`src/rtl/lc4_div_pkg.sv`:
```
// rtl/lc4_div_pkg.sv - shared types and widths for the LC4 sequential divider
package lc4_div_pkg;
  localparam int DIV_WIDTH = 16;
  localparam int DIV_ITERS = 16;
  localparam int CNT_W     = 5;

  typedef enum logic [1:0] {
    IDLE,
    BUSY,
    DONE
  } div_state_t;
endpackage

```
`src/rtl/lc4_div_step.sv`:
```
// rtl/lc4_div_step.sv - one combinational restoring-division iteration
module lc4_div_step
  import lc4_div_pkg::*;
(
  input  logic [DIV_WIDTH-1:0] dividend,
  input  logic [DIV_WIDTH-1:0] divisor,
  input  logic [DIV_WIDTH-1:0] rem,
  input  logic [DIV_WIDTH-1:0] quo,
  output logic [DIV_WIDTH-1:0] dividend_next,
  output logic [DIV_WIDTH-1:0] rem_next,
  output logic [DIV_WIDTH-1:0] quo_next
);
  logic [DIV_WIDTH-1:0] rem_shift;
  logic                 fits;

  // Width stays at 16 bits to match the LC4 reference divider bit for bit.
  always_comb begin
    rem_shift     = {rem[DIV_WIDTH-2:0], dividend[DIV_WIDTH-1]};
    fits          = (rem_shift >= divisor);
    rem_next      = fits ? (rem_shift - divisor) : rem_shift;
    quo_next      = {quo[DIV_WIDTH-2:0], fits};
    dividend_next = {dividend[DIV_WIDTH-2:0], 1'b0};
  end
endmodule

```
`src/rtl/lc4_div_sequencer.sv`:
```
// rtl/lc4_div_sequencer.sv - multicycle LC4 DIV/MOD sequencer; LC4_DIV_EARLY_OUT_EN enables trivial-operand bypass
module lc4_div_sequencer
  import lc4_div_pkg::*;
#(
  parameter int ITERS_PER_CYCLE = 1
) (
  input  logic                 clk,
  input  logic                 rst,
  input  logic                 i_start,
  input  logic [DIV_WIDTH-1:0] i_dividend,
  input  logic [DIV_WIDTH-1:0] i_divisor,
  output logic                 o_ready,
  output logic                 o_valid,
  input  logic                 i_ack,
  output logic [DIV_WIDTH-1:0] o_quotient,
  output logic [DIV_WIDTH-1:0] o_remainder,
  output logic                 o_busy
);
  if (!(ITERS_PER_CYCLE == 1 || ITERS_PER_CYCLE == 2 || ITERS_PER_CYCLE == 4 ||
        ITERS_PER_CYCLE == 8 || ITERS_PER_CYCLE == 16)) begin : g_bad_iters
    $error("lc4_div_sequencer: ITERS_PER_CYCLE must be 1, 2, 4, 8 or 16");
  end

  localparam logic [CNT_W-1:0] ITER_INC = CNT_W'(ITERS_PER_CYCLE);
  localparam logic [CNT_W-1:0] CNT_LAST = CNT_W'(DIV_ITERS);

  div_state_t           state, state_next;
  logic [CNT_W-1:0]     cnt;
  logic [CNT_W-1:0]     cnt_next;
  logic                 last_step;
  logic                 early_out;
  logic [DIV_WIDTH-1:0] dvd_r, rem_r, quo_r, divisor_r;

  logic [DIV_WIDTH-1:0] c_dvd [ITERS_PER_CYCLE+1];
  logic [DIV_WIDTH-1:0] c_rem [ITERS_PER_CYCLE+1];
  logic [DIV_WIDTH-1:0] c_quo [ITERS_PER_CYCLE+1];

  assign c_dvd[0] = dvd_r;
  assign c_rem[0] = rem_r;
  assign c_quo[0] = quo_r;

  for (genvar g = 0; g < ITERS_PER_CYCLE; g++) begin : g_step
    lc4_div_step u_step (
      .dividend      (c_dvd[g]),
      .divisor       (divisor_r),
      .rem           (c_rem[g]),
      .quo           (c_quo[g]),
      .dividend_next (c_dvd[g+1]),
      .rem_next      (c_rem[g+1]),
      .quo_next      (c_quo[g+1])
    );
  end

  assign cnt_next  = cnt + ITER_INC;
  assign last_step = (cnt_next == CNT_LAST);

`ifdef LC4_DIV_EARLY_OUT_EN
  assign early_out = (i_divisor == '0) || (i_dividend < i_divisor);
`else
  assign early_out = 1'b0;
`endif

  assign o_ready = (state == IDLE);
  assign o_busy  = (state == BUSY);
  assign o_valid = (state == DONE);

  always_comb begin
    state_next = state;
    case (state)
      IDLE:    if (i_start) state_next = early_out ? DONE : BUSY;
      BUSY:    if (last_step) state_next = DONE;
      DONE:    if (i_ack) state_next = IDLE;
      default: state_next = IDLE;
    endcase
  end

  always_ff @(posedge clk) begin
    if (rst) state <= IDLE;
    else     state <= state_next;
  end

  always_ff @(posedge clk) begin
    if (rst) begin
      cnt         <= '0;
      dvd_r       <= '0;
      rem_r       <= '0;
      quo_r       <= '0;
      divisor_r   <= '0;
      o_quotient  <= '0;
      o_remainder <= '0;
    end else begin
      case (state)
        IDLE: begin
          if (i_start) begin
            dvd_r     <= i_dividend;
            divisor_r <= i_divisor;
            rem_r     <= '0;
            quo_r     <= '0;
            cnt       <= '0;
            // Bypass result: zero divisor gives 0/0, otherwise dividend is the remainder.
            if (early_out) begin
              o_quotient  <= '0;
              o_remainder <= (i_divisor == '0) ? '0 : i_dividend;
            end
          end
        end
        BUSY: begin
          dvd_r <= c_dvd[ITERS_PER_CYCLE];
          rem_r <= c_rem[ITERS_PER_CYCLE];
          quo_r <= c_quo[ITERS_PER_CYCLE];
          cnt   <= cnt_next;
          // Divide-by-zero is squashed only here; the steps run unguarded.
          if (last_step) begin
            o_quotient  <= (divisor_r == '0) ? '0 : c_quo[ITERS_PER_CYCLE];
            o_remainder <= (divisor_r == '0) ? '0 : c_rem[ITERS_PER_CYCLE];
          end
        end
        default: ;
      endcase
    end
  end
endmodule

```
`config.mk`:
```
export PLATFORM = sky130hd
export DESIGN_NAME = lc4_div_sequencer
export DESIGN_NICKNAME = d
export VERILOG_FILES = /design/src/rtl/lc4_div_pkg.sv /design/src/rtl/lc4_div_step.sv /design/src/rtl/lc4_div_sequencer.sv
export SDC_FILE = /design/constraint.sdc
export NUM_CORES = 1
export LEC_CHECK = 0
export ABC_AREA = 1
export CORE_UTILIZATION = 55
export DETAILED_ROUTE_END_ITERATION = 7
export PLACE_DENSITY_LB_ADDON = 0.2
export SLEW_MARGIN = 5
export SYNTH_ARGS = -nofsm -noshare
export SYNTH_HDL_FRONTEND = slang
export SYNTH_SLANG_ARGS = --single-unit
```
`constraint.sdc`:
```
create_clock -name clk -period 2.8 [get_ports clk]
set_clock_uncertainty 0.05 [all_clocks]
set_input_delay 0.56 -clock clk [delete_from_list [all_inputs] [get_ports clk]]
set_output_delay 0.56 -clock clk [all_outputs]
set_load 0.05 [all_outputs]
```
Word level (Yosys, flattened, before mapping)

Index checks and enable logic that the tools add are counted.

Register bits after elaboration: 101
Bits of input ports: 36
Output and inout port bits: 35

$add $sub $neg: 2
Order comparisons: 1
Eq/ne operators: 6
Mux-type cells: 14
Reduce and logical (&&, ||, !) cells: 7

Operators with widths:

| operator                                              | count |
|---|---|
| two-way mux 16 bit                                    | 4 |
| one-hot mux 15 bit (2 select lines)                   | 2 |
| one-hot mux 16 bit (2 select lines)                   | 1 |
| greater-or-equal comparator 16 bit                    | 1 |
| logical NOT 16 bit                                    | 1 |
| subtractor 16 bit                                     | 1 |
| two-way mux 15 bit                                    | 1 |
| one-hot mux 5 bit (2 select lines)                    | 1 |
| two-way mux 2 bit                                     | 3 |
| one-hot mux 2 bit (3 select lines)                    | 1 |
| AND reduction 2 bit                                   | 3 |
| adder 5 x 1 -> 5 bit, second input constant           | 1 |
| equality test 5 bit, second input constant            | 1 |
| two-way mux 5 bit                                     | 1 |
| inequality test 2 x 1 -> 1 bit, second input constant | 2 |
| AND reduction 3 bit                                   | 1 |
| equality test 2 x 1 -> 1 bit, second input constant   | 1 |
| equality test 2 bit, second input constant            | 1 |
| logical NOT 2 bit                                     | 1 |
| inequality test 2 bit, second input constant          | 1 |
| nonzero test 2 bit                                    | 1 |

Longest topological paths before layout

Word-level depth: 4
Depth in mapped cells: 14

Modules after synthesis

A second synthesis with hierarchy kept.

Cell total of the unflattened synthesis: 881
Area total of the unflattened synthesis: 5788.1 µm²

By module, submodules not included:

| module            | instances | cells each | area an instance (µm²) |
|---|---|---|---|
| lc4_div_sequencer | 1         | 578        | 4172.8 |
| lc4_div_step      | 1         | 303        | 1615.3 |

Worst setup path after synthesis

OpenSTA, ideal clock, no wires.

Kind: reg-to-reg
From: register state[1]
To: register dvd_r[12]
Arrival time: 2013 ps
Setup slack: 663 ps
Cell stages (with the launch flop): 9
Period minus slack after synthesis: 2137 ps
Path through: dfxtp_1 -> nor2_1 -> nand2_1 -> inv_1 -> nor2_4 -> inv_1 -> buf_2 -> o21ai_0 -> a31oi_1

Cells in the longest elaborated chain, start to end: 3
Elaborated cells on any way between the ends: 6

Ends and longest elaborated chain:

| element                                                                      | line                     | RTL |
|---|---|---|
| from (decl)                                                                  | lc4_div_sequencer.sv:27  | `div_state_t state, state_next;` |
| from (signal assigned)                                                       | lc4_div_sequencer.sv:79  | `else state <= state_next;` |
| logical NOT 2 bit *                                                          | -                        |  |
| via o_ready                                                                  | lc4_div_sequencer.sv:12  | `output logic o_ready,` |
| inequality test 2 bit (no line) / nonzero test 2 bit (equally long branches) | -                        |  |
| AND reduction 2 bit (no line)                                                | -                        |  |
| to (signal assigned)                                                         | lc4_div_sequencer.sv:95  | `dvd_r <= i_dividend;` |
| to (signal assigned)                                                         | lc4_div_sequencer.sv:108 | `dvd_r <= c_dvd[ITERS_PER_CYCLE];` |
| to (decl)                                                                    | lc4_div_sequencer.sv:32  | `logic [DIV_WIDTH-1:0] dvd_r, rem_r, quo_r, divisor_r;` |

Mark *: on every way through the listed nets, which the timed path passes. The rest lies on a longest branch.
A chain may end at the register's enable or synchronous reset.

Worst setup path after layout

From: register state[0]
To: output port o_busy

Cells in the longest elaborated chain, start to end: 1

Ends and longest elaborated chain:

| element                      | line                    | RTL |
|---|---|---|
| equality test 2 x 1 -> 1 bit | lc4_div_sequencer.sv:64 | `assign o_busy = (state == BUSY);` |
| to (decl)                    | lc4_div_sequencer.sv:17 | `output logic o_busy` |

Every way passes these cells.

==> report_table.html <==
<table>
<tr><th>Metric</th><th>Value</th></tr>
<tr><th colspan="2">Floorplanning</th></tr>
<tr><td>Die outline height</td><td>98.2 um</td></tr>
<tr><td>Floorplan row count</td><td>34</td></tr>
<tr><td>Width of the die</td><td>98.2 um</td></tr>
<tr><td>Boundary Pins</td><td>71</td></tr>
<tr><td>Area of the core</td><td>8850 sq um</td></tr>
<tr><td>Area enclosed by the die boundary</td><td>9640 sq um</td></tr>
<tr><td>Starting utilization of the core area</td><td>57.5%</td></tr>
<tr><th colspan="2">Critical path</th></tr>
<tr><td>Worst setup EP type</td><td>output pin</td></tr>
<tr><td>Endpoint arrival time on the critical path</td><td>1.98 ns</td></tr>
<tr><td>Worst setup path class</td><td>register to output pin</td></tr>
<tr><td>Kind of launch point of the worst setup path</td><td>register</td></tr>
<tr><td>Required @ worst endpoint</td><td>2.19 ns</td></tr>
<tr><td>CP Max Fanout</td><td>18</td></tr>
<tr><th colspan="2">STA</th></tr>
<tr><td>RSZ-0062 raised after global routing</td><td>false</td></tr>
<tr><td>Total of endpoints with negative setup slack in the final report</td><td>0</td></tr>
<tr><td>Total Negative Setup Slacks</td><td>0 ns</td></tr>
<tr><td>Max-slew violation count</td><td>0</td></tr>
<tr><td>Maximum operating frequency</td><td>387 MHz</td></tr>
<tr><td>Final period demand of the worst path</td><td>2.59 ns</td></tr>
<tr><td>Hold Violations, Final</td><td>0</td></tr>
<tr><td>Ratio of final minimum period to clock period</td><td>92.3%</td></tr>
<tr><td>Minimum setup slack in the final design</td><td>0.214 ns</td></tr>
<tr><td>Least-Margin Pin Slew</td><td>0.810 ns</td></tr>
<tr><td>Worst slew slack as a fraction of its limit</td><td>45.9%</td></tr>
<tr><th colspan="2">Global routing</th></tr>
<tr><td>Overall Global Routing Usage</td><td>27.0%</td></tr>
<tr><td>Pin count of the biggest net entering global routing</td><td>69</td></tr>
<tr><td>Number of global-route vias before repair</td><td>4653</td></tr>
<tr><td>Leftover overflow at the end of global routing</td><td>0</td></tr>
<tr><td>First-pass GRT wire length</td><td>21.1 mm</td></tr>
<tr><td>Number of antenna violations at the first check in global routing</td><td>0</td></tr>
<tr><th colspan="2">Logic synthesis</th></tr>
<tr><td>Average cell area after synthesis</td><td>6.87 sq um</td></tr>
<tr><td>Count of cell types in the netlist</td><td>31</td></tr>
<tr><td>Synth Net Count</td><td>795</td></tr>
<tr><td>Seq/Total Area, Yosys</td><td>39.7%</td></tr>
<tr><td>Number of register bits inferred by synthesis</td><td>101</td></tr>
<tr><td>Cells after Synth</td><td>741</td></tr>
<tr><td>Area of the mapped netlist</td><td>5090 sq um</td></tr>
<tr><td>Syn. warnings</td><td>0</td></tr>
<tr><th colspan="2">Clock network</th></tr>
<tr><td>Quantity of gates resized following cts</td><td>0</td></tr>
<tr><td>Post-CTS Repair Setup Buffers</td><td>0</td></tr>
<tr><td>Worst skew pair latency</td><td>0.38 ns</td></tr>
<tr><td>Num Clock Sinks</td><td>101</td></tr>
<tr><td>Clock tree root driver cell</td><td>clkbuf_8</td></tr>
<tr><td>H-Tree Level Count</td><td>3</td></tr>
<tr><td>Number of hold buffers added after CTS</td><td>0</td></tr>
<tr><td>Number of buffers added by the clock tree synthesis step</td><td>9</td></tr>
<tr><td>Clock slew seen by the registers of the worst setup and hold paths</td><td>0.12 ns</td></tr>
<tr><td>Clock tree buffer depth</td><td>2</td></tr>
<tr><td>Clock tree from TritonCTS</td><td>done</td></tr>
<tr><th colspan="2">Detailed routing</th></tr>
<tr><td>Routed wire length</td><td>12.7 mm</td></tr>
<tr><td>Detailed-route wire length per cell</td><td>14.0 um</td></tr>
<tr><td>Number of nets with antenna violations after routing</td><td>0</td></tr>
<tr><td>Drt first pass iters</td><td>8</td></tr>
<tr><td>DR vias</td><td>4964</td></tr>
<tr><td>Number of DRC markers after the initial detailed-route iteration</td><td>251</td></tr>
<tr><td>Via-to-Cell Ratio</td><td>5.47</td></tr>
<tr><td>Drt drc</td><td>3</td></tr>
<tr><th colspan="2">Finish</th></tr>
<tr><td>Post-layout nets</td><td>849</td></tr>
<tr><td>Final instance area</td><td>6040 sq um</td></tr>
<tr><td>Area growth syn-to-layout</td><td>18.6%</td></tr>
<tr><td>Fraction of final layout cells sized beyond drive strength 1</td><td>5.13%</td></tr>
<tr><td>Antenna fix cells</td><td>0</td></tr>
<tr><td>Non-filler cells, final</td><td>908</td></tr>
<tr><th colspan="2">Pwr</th></tr>
<tr><td>Cell Pwr Density</td><td>604 nW/um^2</td></tr>
<tr><td>IR Drop Worst-Case VDD</td><td>0.384 mV</td></tr>
<tr><td>Leakage dissipation</td><td>0.00250 uW</td></tr>
<tr><th colspan="2">Hold path</th></tr>
<tr><td>Tightest Hold Check Type</td><td>register to register</td></tr>
<tr><th colspan="2">Run status</th></tr>
<tr><td>Outcome</td><td>finished, violations left</td></tr>
<tr><td>Failing checks</td><td>design-rule violations</td></tr>
<tr><th colspan="2">Place</th></tr>
<tr><td>DP HPWL</td><td>9.15 mm</td></tr>
<tr><td>Cell area after placement</td><td>5820 sq um</td></tr>
<tr><td>Count of placed standard cells including taps</td><td>892</td></tr>
<tr><td>Worst setup slack after placement</td><td>0.371 ns</td></tr>
<tr><td>Count of port buffers added during placement</td><td>70</td></tr>
<tr><td>Last weighted congestion value of the routability-driven placer</td><td>0.938</td></tr>
<tr><th colspan="2">Job</th></tr>
<tr><td>Reported max-cap violation count</td><td>0</td></tr>
</table>
[worst max-delay path, stage by stage, from the launching register on]
cell,delay [ns]
dfxtp_1,0.39
inv_2,0.07
nor2_8,0.25
clkdlybuf4s50_1,0.87
[worst paths after layout]
path / startpoint / to / slack (ns) / cells past startpoint
max: state[0] / o_busy / 0.21 / 3
min: o_quotient[15] / o_quotient[15] / 0.42 / 2
min reg2reg: o_quotient[15] / o_quotient[15] / 0.42 / 2
max reg2reg: dvd_r[15] / o_remainder[10] / 0.27 / 14
[through the flow]
step	power [uW]	hold slack (ns)	utilization, %
finish	3650	0.424	68.2
global route	3850	0.437	68.2
CTS	3640	0.425	68.2
detailed placement	2670	0.408	65.8
global placement	2660	0.401	65.8
floorplan	2400	0.390	-
[layer usage]
| layer | track usage (%) | up-vias | wire [um] |
|---|---|---|---|
| met1 | 32.7 | 2302 | 5620 |
| met2 | 48.5 | 121 | 6240 |
| li1 | - | 2513 | - |
| met5 | 0 | - | 0 |
| met4 | 10.8 | 0 | 391 |
| met3 | 3.44 | 28 | 469 |
[power breakdown]
part           switching [uW]  total, uW  internal (uW)
combinational             740       1110            370
clock                     612        983            370
sequential               47.3       1550           1510
total                    1400       3650           2250
[cells in the mapped netlist, drive strengths merged]
master	n	area, sq um
nand2	252	953
dfxtp	101	2020
a21oi	95	487
inv	84	315
nand3	44	233
o21ai	35	175
nand4	24	165
nor2	22	131
buf	18	98.8
clkbuf	18	68.8
ha	17	213
a31oi	15	93.8
xor2	7	61.3
and2	3	18.8
nor3	2	10.0
fa	1	20.0
o21bai	1	7.51
o31ai	1	7.51
xnor2	1	8.76
[kinds of logic (layout without fill, tap and decap cells)]
group | Yosys count | in the layout | synth area share [%]
fa+ha+maj | 18 | 18 | 4.57
simple gates | 347 | 347 | 29.7
compound gates | 147 | 147 | 15.1
flops | 101 | 101 | 39.7
xor+xnor | 8 | 8 | 1.38
buf+inv | 120 | 179 | 9.49
[flip-flops by register name (all words and copies together), names as in the netlist]
register / cells
divisor_r: 16
dvd_r: 16
o_quotient: 16
o_remainder: 16
quo_r: 15
rem_r: 15
cnt: 5
state: 2
[layout make-up]
class	count	area [sq um]
tap	108	135
fill	802	2810
clock inverter	7	93.8
clock buffer	9	124
multi-input combinational	520	2580
inverter	84	315
sequential	101	2020
timing repair buffer	79	763
[cells in the final DEF (no fill, tap or decap), types with 2 or more instances in the layout]
cell type / count
inv_1: 81
buf_4: 9
a31oi_1: 15
nor2_4: 4
nand3_1: 43
xor2_1: 7
clkdlybuf4s50_1: 69
inv_6: 2
inv_2: 3
nor2_1: 16
ha_1: 17
nand4_1: 23
and2_1: 3
clkinv_8: 3
clkbuf_8: 9
o21ai_0: 34
nand2_1: 249
nand2_2: 3
nor3_1: 2
a21oi_1: 94
dfxtp_1: 101
(Power assumes the default switching activity.)
